**config.mk**
```make
export PLATFORM = sky130hd
export DESIGN_NAME = apb_completer_regfile_flat
export DESIGN_NICKNAME = d
export VERILOG_FILES = /design/src/rtl/apb_pkg.sv /design/src/rtl/apb_completer_regfile_if.sv /design/src/rtl/apb_reg_array.sv /design/src/rtl/apb_completer_regfile.sv /design/src/flat_wrapper.sv
export SDC_FILE = /design/constraint.sdc
export NUM_CORES = 1
export LEC_CHECK = 0
export CELL_PAD_IN_SITES_DETAIL_PLACEMENT = 1
export CELL_PAD_IN_SITES_GLOBAL_PLACEMENT = 2
export CORE_MARGIN = 2
export CORE_UTILIZATION = 46
export CTS_BUF_LIST = sky130_fd_sc_hd__clkbuf_16
export CTS_CLUSTER_DIAMETER = 100
export DETAILED_ROUTE_END_ITERATION = 8
export HOLD_SLACK_MARGIN = 0.1
export PLACE_DENSITY_LB_ADDON = 0.15
export SETUP_SLACK_MARGIN = 0.4
export SLEW_MARGIN = 15
export SYNTH_ARGS = -nofsm -noshare
export SYNTH_HDL_FRONTEND = slang
export SYNTH_SLANG_ARGS = --single-unit
```
**constraint.sdc**
```tcl
create_clock -name clk -period 16.7 [get_ports clk]
set_input_delay 3.34 -clock clk [delete_from_list [all_inputs] [get_ports clk]]
set_output_delay 3.34 -clock clk [all_outputs]
set_load 0.01 [all_outputs]
```
**src/rtl/apb_pkg.sv**
```systemverilog
// -----------------------------------------------------------------------------
// apb_pkg
// Shared APB definitions used by the bridge's requester and by the register
// file completer: bus widths, the default register window base address and
// the completer FSM state type.
// Ports: none (package).
// -----------------------------------------------------------------------------
package apb_pkg;

   localparam int unsigned APB_DATA_W = 32;
   localparam int unsigned APB_ADDR_W = 32;
   localparam int unsigned APB_WAIT_W = 4;

   // Single constant so requester and completer agree on where the window sits.
   localparam logic [APB_ADDR_W-1:0] APB_BASE_ADDR = 32'h0000_A000;

   typedef enum logic {
      ST_IDLE,
      ST_ACCESS
   } apb_cmpl_state_t;

endpackage

```
**src/rtl/apb_completer_regfile_if.sv**
```systemverilog
// -----------------------------------------------------------------------------
// apb_completer_regfile_if
// APB bus bundle between a requester (master modport) and a completer (slave
// modport).
// Signals:
//   psel_i     select
//   penable_i  access-phase enable
//   paddr_i    byte address
//   pwrite_i   1 = write, 0 = read
//   pwdata_i   write data
//   prdata_o   read data
//   pready_o   transfer completion
//   pslverr_o  error response, qualified by pready_o
// -----------------------------------------------------------------------------
interface apb_completer_regfile_if;
   import apb_pkg::*;

   logic                  psel_i;
   logic                  penable_i;
   logic [APB_ADDR_W-1:0] paddr_i;
   logic                  pwrite_i;
   logic [APB_DATA_W-1:0] pwdata_i;
   logic [APB_DATA_W-1:0] prdata_o;
   logic                  pready_o;
   logic                  pslverr_o;

   modport master (
      output psel_i, penable_i, paddr_i, pwrite_i, pwdata_i,
      input  prdata_o, pready_o, pslverr_o
   );

   modport slave (
      input  psel_i, penable_i, paddr_i, pwrite_i, pwdata_i,
      output prdata_o, pready_o, pslverr_o
   );

endinterface

```
**src/rtl/apb_reg_array.sv**
```systemverilog
// -----------------------------------------------------------------------------
// apb_reg_array
// NUM_REGS x 32-bit register storage with one synchronous write port and one
// combinational read port sharing a single word index.
// Ports:
//   clk       clock
//   preset_n  asynchronous active-low reset, loads RESET_VAL everywhere
//   we        write enable
//   index     word index for both write and read
//   wdata     write data
//   rdata     combinational read data at index
// -----------------------------------------------------------------------------
module apb_reg_array
   import apb_pkg::*;
#(
   parameter int unsigned           NUM_REGS  = 8,
   parameter logic [APB_DATA_W-1:0] RESET_VAL = '0,
   parameter int unsigned           IDX_W     = 3
) (
   input  logic                  clk,
   input  logic                  preset_n,
   input  logic                  we,
   input  logic [IDX_W-1:0]      index,
   input  logic [APB_DATA_W-1:0] wdata,
   output logic [APB_DATA_W-1:0] rdata
);

   logic [APB_DATA_W-1:0] mem [NUM_REGS];

   always_ff @(posedge clk or negedge preset_n) begin
      if (!preset_n) begin
         for (int i = 0; i < int'(NUM_REGS); i++) begin
            mem[i] <= RESET_VAL;
         end
      end else if (we) begin
         mem[index] <= wdata;
      end
   end

   assign rdata = mem[index];

endmodule

```
**src/rtl/apb_completer_regfile.sv**
```systemverilog
// -----------------------------------------------------------------------------
// apb_completer_regfile
// APB completer exposing NUM_REGS word registers at BASE_ADDR. Each transfer
// is stretched by WAIT_STATES cycles of pready_o low; out-of-window or
// misaligned addresses complete with pslverr_o and have no effect.
// Ports:
//   clk       shared AHB/APB clock
//   preset_n  asynchronous active-low reset
//   bus       APB slave modport (psel_i, penable_i, paddr_i, pwrite_i,
//             pwdata_i in; prdata_o, pready_o, pslverr_o out)
// -----------------------------------------------------------------------------
module apb_completer_regfile
   import apb_pkg::*;
#(
   parameter logic [APB_ADDR_W-1:0] BASE_ADDR   = APB_BASE_ADDR,
   parameter int unsigned           NUM_REGS    = 8,
   parameter int unsigned           WAIT_STATES = 1,
   parameter logic [APB_DATA_W-1:0] RESET_VAL   = '0
) (
   input  logic                   clk,
   input  logic                   preset_n,
   apb_completer_regfile_if.slave bus
);

   localparam int unsigned           IDX_W     = (NUM_REGS > 1) ? $clog2(NUM_REGS) : 1;
   localparam logic [APB_ADDR_W-1:0] WINDOW    = APB_ADDR_W'(NUM_REGS * 4);
   localparam logic [APB_WAIT_W-1:0] WAIT_LOAD = APB_WAIT_W'(WAIT_STATES);

   apb_cmpl_state_t       state, state_d;
   logic [APB_WAIT_W-1:0] cnt, cnt_d;
   logic                  capture;
   logic                  we;
   logic                  ready;

   logic [APB_ADDR_W-1:0] addr_q;
   logic                  write_q;
   logic [APB_DATA_W-1:0] wdata_q;

   logic [APB_ADDR_W-1:0] offset;
   logic                  hit;
   logic [IDX_W-1:0]      mem_index;
   logic [APB_DATA_W-1:0] rdata;

   // Control state: the only registers that need reset.
   always_ff @(posedge clk or negedge preset_n) begin
      if (!preset_n) begin
         state <= ST_IDLE;
         cnt   <= '0;
      end else begin
         state <= state_d;
         cnt   <= cnt_d;
      end
   end

   // Setup-phase capture; the access phase works only from these copies so
   // bus activity during wait states cannot disturb the transfer.
   always_ff @(posedge clk) begin
      if (capture) begin
         addr_q  <= bus.paddr_i;
         write_q <= bus.pwrite_i;
         wdata_q <= bus.pwdata_i;
      end
   end

   // Unsigned subtraction: addresses below the base wrap to a huge offset and
   // fall outside the window without a separate lower-bound compare.
   assign offset    = addr_q - BASE_ADDR;
   assign hit       = (offset < WINDOW) && (addr_q[1:0] == 2'b00);
   assign mem_index = offset[IDX_W+1:2];

   always_comb begin
      state_d = state;
      cnt_d   = cnt;
      capture = 1'b0;
      we      = 1'b0;
      ready   = 1'b0;
      case (state)
         ST_IDLE: begin
            // An enable without a preceding setup is not a transfer.
            if (bus.psel_i && !bus.penable_i) begin
               capture = 1'b1;
               cnt_d   = WAIT_LOAD;
               state_d = ST_ACCESS;
            end
         end
         ST_ACCESS: begin
            if (!bus.psel_i) begin
               state_d = ST_IDLE;
            end else if (bus.penable_i) begin
               if (cnt == '0) begin
                  ready   = 1'b1;
                  we      = write_q & hit;
                  state_d = ST_IDLE;
               end else begin
                  cnt_d = cnt - 1'b1;
               end
            end
         end
         default: state_d = ST_IDLE;
      endcase
   end

   apb_reg_array #(
      .NUM_REGS  (NUM_REGS),
      .RESET_VAL (RESET_VAL),
      .IDX_W     (IDX_W)
   ) u_regs (
      .clk      (clk),
      .preset_n (preset_n),
      .we       (we),
      .index    (mem_index),
      .wdata    (wdata_q),
      .rdata    (rdata)
   );

   assign bus.pready_o  = ready;
   assign bus.pslverr_o = ready & ~hit;
   assign bus.prdata_o  = (ready && hit && !write_q) ? rdata : '0;

endmodule

```
**src/flat_wrapper.sv**
```systemverilog
// flat-port wrapper written by rule: the top's interface ports become plain ports
module apb_completer_regfile_flat import apb_pkg::*;
#(
   parameter logic [APB_ADDR_W-1:0] BASE_ADDR   = APB_BASE_ADDR,
   parameter int unsigned           NUM_REGS    = 8,
   parameter int unsigned           WAIT_STATES = 1,
   parameter logic [APB_DATA_W-1:0] RESET_VAL   = '0
)
  (clk, preset_n, bus_psel_i, bus_penable_i, bus_paddr_i, bus_pwrite_i, bus_pwdata_i, bus_prdata_o, bus_pready_o, bus_pslverr_o);
  apb_completer_regfile_if bus_i ();
  input  logic clk;
  input  logic preset_n;
  input wire logic [$bits(bus_i.psel_i)-1:0] bus_psel_i;
  input wire logic [$bits(bus_i.penable_i)-1:0] bus_penable_i;
  input wire logic [$bits(bus_i.paddr_i)-1:0] bus_paddr_i;
  input wire logic [$bits(bus_i.pwrite_i)-1:0] bus_pwrite_i;
  input wire logic [$bits(bus_i.pwdata_i)-1:0] bus_pwdata_i;
  output wire logic [$bits(bus_i.prdata_o)-1:0] bus_prdata_o;
  output wire logic [$bits(bus_i.pready_o)-1:0] bus_pready_o;
  output wire logic [$bits(bus_i.pslverr_o)-1:0] bus_pslverr_o;
  assign bus_i.psel_i = bus_psel_i;
  assign bus_i.penable_i = bus_penable_i;
  assign bus_i.paddr_i = bus_paddr_i;
  assign bus_i.pwrite_i = bus_pwrite_i;
  assign bus_i.pwdata_i = bus_pwdata_i;
  assign bus_prdata_o = bus_i.prdata_o;
  assign bus_pready_o = bus_i.pready_o;
  assign bus_pslverr_o = bus_i.pslverr_o;
  apb_completer_regfile #(.BASE_ADDR(BASE_ADDR), .NUM_REGS(NUM_REGS), .WAIT_STATES(WAIT_STATES), .RESET_VAL(RESET_VAL)) u_core (.clk(clk), .preset_n(preset_n), .bus(bus_i));
endmodule
```
==> run metrics <==
status=completed; Post-synth EDFFs=65; CTS H-tree depth=2; Final Skew=0.0173 ns; Final Non-Filler Cells=1488; Crit. End Element=primary output; mapped cell area=14100 um2; post-route minimum period=9.78 ns; R2R Path End=u_core.u_regs.mem[247]; final count of negative-setup-slack endpoints=0; worst min-delay path class=reg -> reg; dpl cell area=15600 um2; overall routed net length=35.3 mm; Hold Violations, Final=0; cell area power density=101 nW/um2; ANT nets after route=0; post-synthesis sequential area ratio=60.0%; 1st-pass router iterations=5; Die Wd=179 um; Worst-Margin Slew=1.06 ns; DR vias/cell=5.77; Yosys cell types=47; grt ovf=0; Top FF cell, synth=dfrtp_1; Slew headroom=29.2%; power after layout=1.70 mW; WP data required=13.36 ns; Core Area=30400 um2; Layout Area Growth over Synthesis=18.4%; DRC violations left=0; PostCTS Resize Cnt=0; I/O Buffers=102; pin count of the biggest net entering global routing=180; antenna violations before repair=1; share of layout cells above drive strength 1=34.2%; CTS clk-pin slew, worst paths=0.05 ns; area leader, netlist=dfrtp_1; Async SR Flop Fraction=80.1%; Starting Density=46.5%; Reg2Reg Depth=8; Filler cells=2917; max-cap viol count=0; slowest stage delay, CP=0.64 ns; CTS Buf Count=37; post-route setup TNS=0 ns; top cells by area, synth=dfrtp_1, mux2_2, edfxtp_1; Post-CTS Setup Inserts=0; Synth Area per Inst=14.8 um2; pins over their slew limit=0; Tot GR Track Use=22.6%; final worst setup slack=6.92 ns; area share of the largest cell type after synthesis=46.2%; WS Path Type=in -> out; CP cell instances=clkdlybuf4s50_1 -> nand2_1 -> nor2_1 -> nand3_1 -> nor2_1 -> nand4_1 -> buf_4 -> a221oi_1 -> clkdlybuf4s50_1; NumNets Final=1134; post-detail-place hpwl=20.1 mm; Rows=64; RePlAce Congestion=0.760; Iter 0 DRT Violations=381; Cells after Synth=958; Yosys reg bits=326; RSZ-0062 raised after global routing=false; Crit-path slowest cell=clkdlybuf4s50_1; CTS tree=built; Crit Path Max Fanout=16; DIE AREA=32200 um2; CP Launch Type=input port; hold path startpoint=u_core.u_regs.mem[103]; LEAKAGE=7.75 nW; antenna cells=0; Synth Warn #=0; Hold EP=u_core.u_regs.mem[103]; # IOs=103; per-cell routed wire length=23.7 um; # clock sinks=326; Max Root-Sink Buffers=3; critical path's top delay family=buffers and inverters; first-pass GRT wire length=54.6 mm; Max Clk Rate=102 MHz; Worst-Skew Late Latency=0.53 ns; worst slack at placement=6.19 ns; Die Y-Extent=179 um; Cells after DPL=1419; vias post-DR=8593; Worst EP arrival=6.44 ns; Root Driver=clkbuf_16; Post-CTS Hold Buffers=0; design area=16800 um2; Post-Syn Nets=1029; hold depth=1; FF-to-FF setup slack=12.71 ns; Critical R2R Launch=u_core.addr_q[20]; VDD IR-drop max=0.0761 mV; Final Cycle Share=58.5%; vias in the first global route=9350; Worst Path Buf+Inv=3
==> synth_stat cells, drive strengths merged, types with 12 or more instances <==
cell and n:
o21ai 22, mux2i 28, a21oi 16, nand4 12, buf 30, clkbuf 25, nor4 12, mux4 30
mux2 271, nand2 36, nor2 32, dfrtp 261, o22ai 20, edfxtp 65
==> placed cells by master (no fill, tap or decap), drive strengths merged, types with 11 or more instances in the layout <==
cell type	netlist	routed
mux2	271	271
dfrtp	261	261
a21oi	16	16
nand4	12	12
o22ai	20	20
nand2	36	36
nor2	32	32
inv	10	27
mux2i	28	28
clkbuf	25	42
clkdlybuf4s50	0	101
o21ai	22	22
nor4	12	12
mux4	30	30
buf	30	20
nor3	11	11
edfxtp	65	65
==> cells by family (layout without fill, tap and decap cells) <==
kind of cell | count (synthesis) | in the layout | share of synthesized area (%)
and+or+nand+nor | 128 | 128 | 4.48
buffers and inverters | 65 | 199 | 1.94
muxes | 329 | 329 | 28.3
adders and majority gates | 2 | 2 | 0.177
AOI/OAI and AO/OA | 106 | 106 | 4.99
xor gates and xnor gates | 2 | 2 | 0.124
DFF | 326 | 326 | 60.0
==> through the flow <==
| step | utilization (%) | hold slack (ns) |
|---|---|---|
| floorplan | - | 0.471 |
| global placement | 51.2 | 0.481 |
| detailed placement | 51.2 | 0.489 |
| CTS | 55.0 | 0.502 |
| global route | 55.1 | 0.511 |
| finish | 55.1 | 0.499 |
==> worst max path at each step <==
stage / start / end / slack [ns] / cells past startpoint
2_1_floorplan: bus_penable_i / u_core.addr_q[0] / 7.81 / 2
3_3_place_gp: bus_penable_i / bus_prdata_o[20] / 6.31 / 9
3_5_place_dp: bus_penable_i / bus_prdata_o[20] / 6.19 / 9
4_1_cts: bus_penable_i / bus_prdata_o[20] / 6.12 / 9
5_1_grt: bus_penable_i / bus_prdata_o[12] / 6.71 / 9
6_report: bus_penable_i / bus_prdata_o[12] / 6.92 / 9
==> power breakdown <==
group / switching (mW) / internal [mW] / leakage [nW]
Combinational: 0.0522 / 0.0332 / 2.88
Sequential: 0.0146 / 0.826 / 4.24
Clock: 0.322 / 0.449 / 0.633
Total: 0.388 / 1.31 / 7.75
==> state kept, by name (all words and copies together) (netlist names) <==
signal / flops
u_core.state: 1
u_core.u_regs.mem: 256
u_core.cnt: 4
u_core.addr_q: 32
u_core.write_q: 1
u_core.wdata_q: 32
==> final cells by class <==
class | count | area (um2) | area share (%)
sequential | 326 | 8480 | 50.6
clock inverter | 26 | 109 | 0.650
inverter | 10 | 37.5 | 0.224
clock buffer | 42 | 1050 | 6.27
tap | 396 | 495 | 2.96
timing repair buffer | 121 | 1180 | 7.07
multi-input combinational | 567 | 5390 | 32.2
==> layer usage <==
layer	global-route usage (%)	share of wire, %
met3	3.35	4.2
met1	30.9	45
met5	0	0.037
met4	4.54	1.3
met2	38.5	50
(Power assumes the default switching activity.)
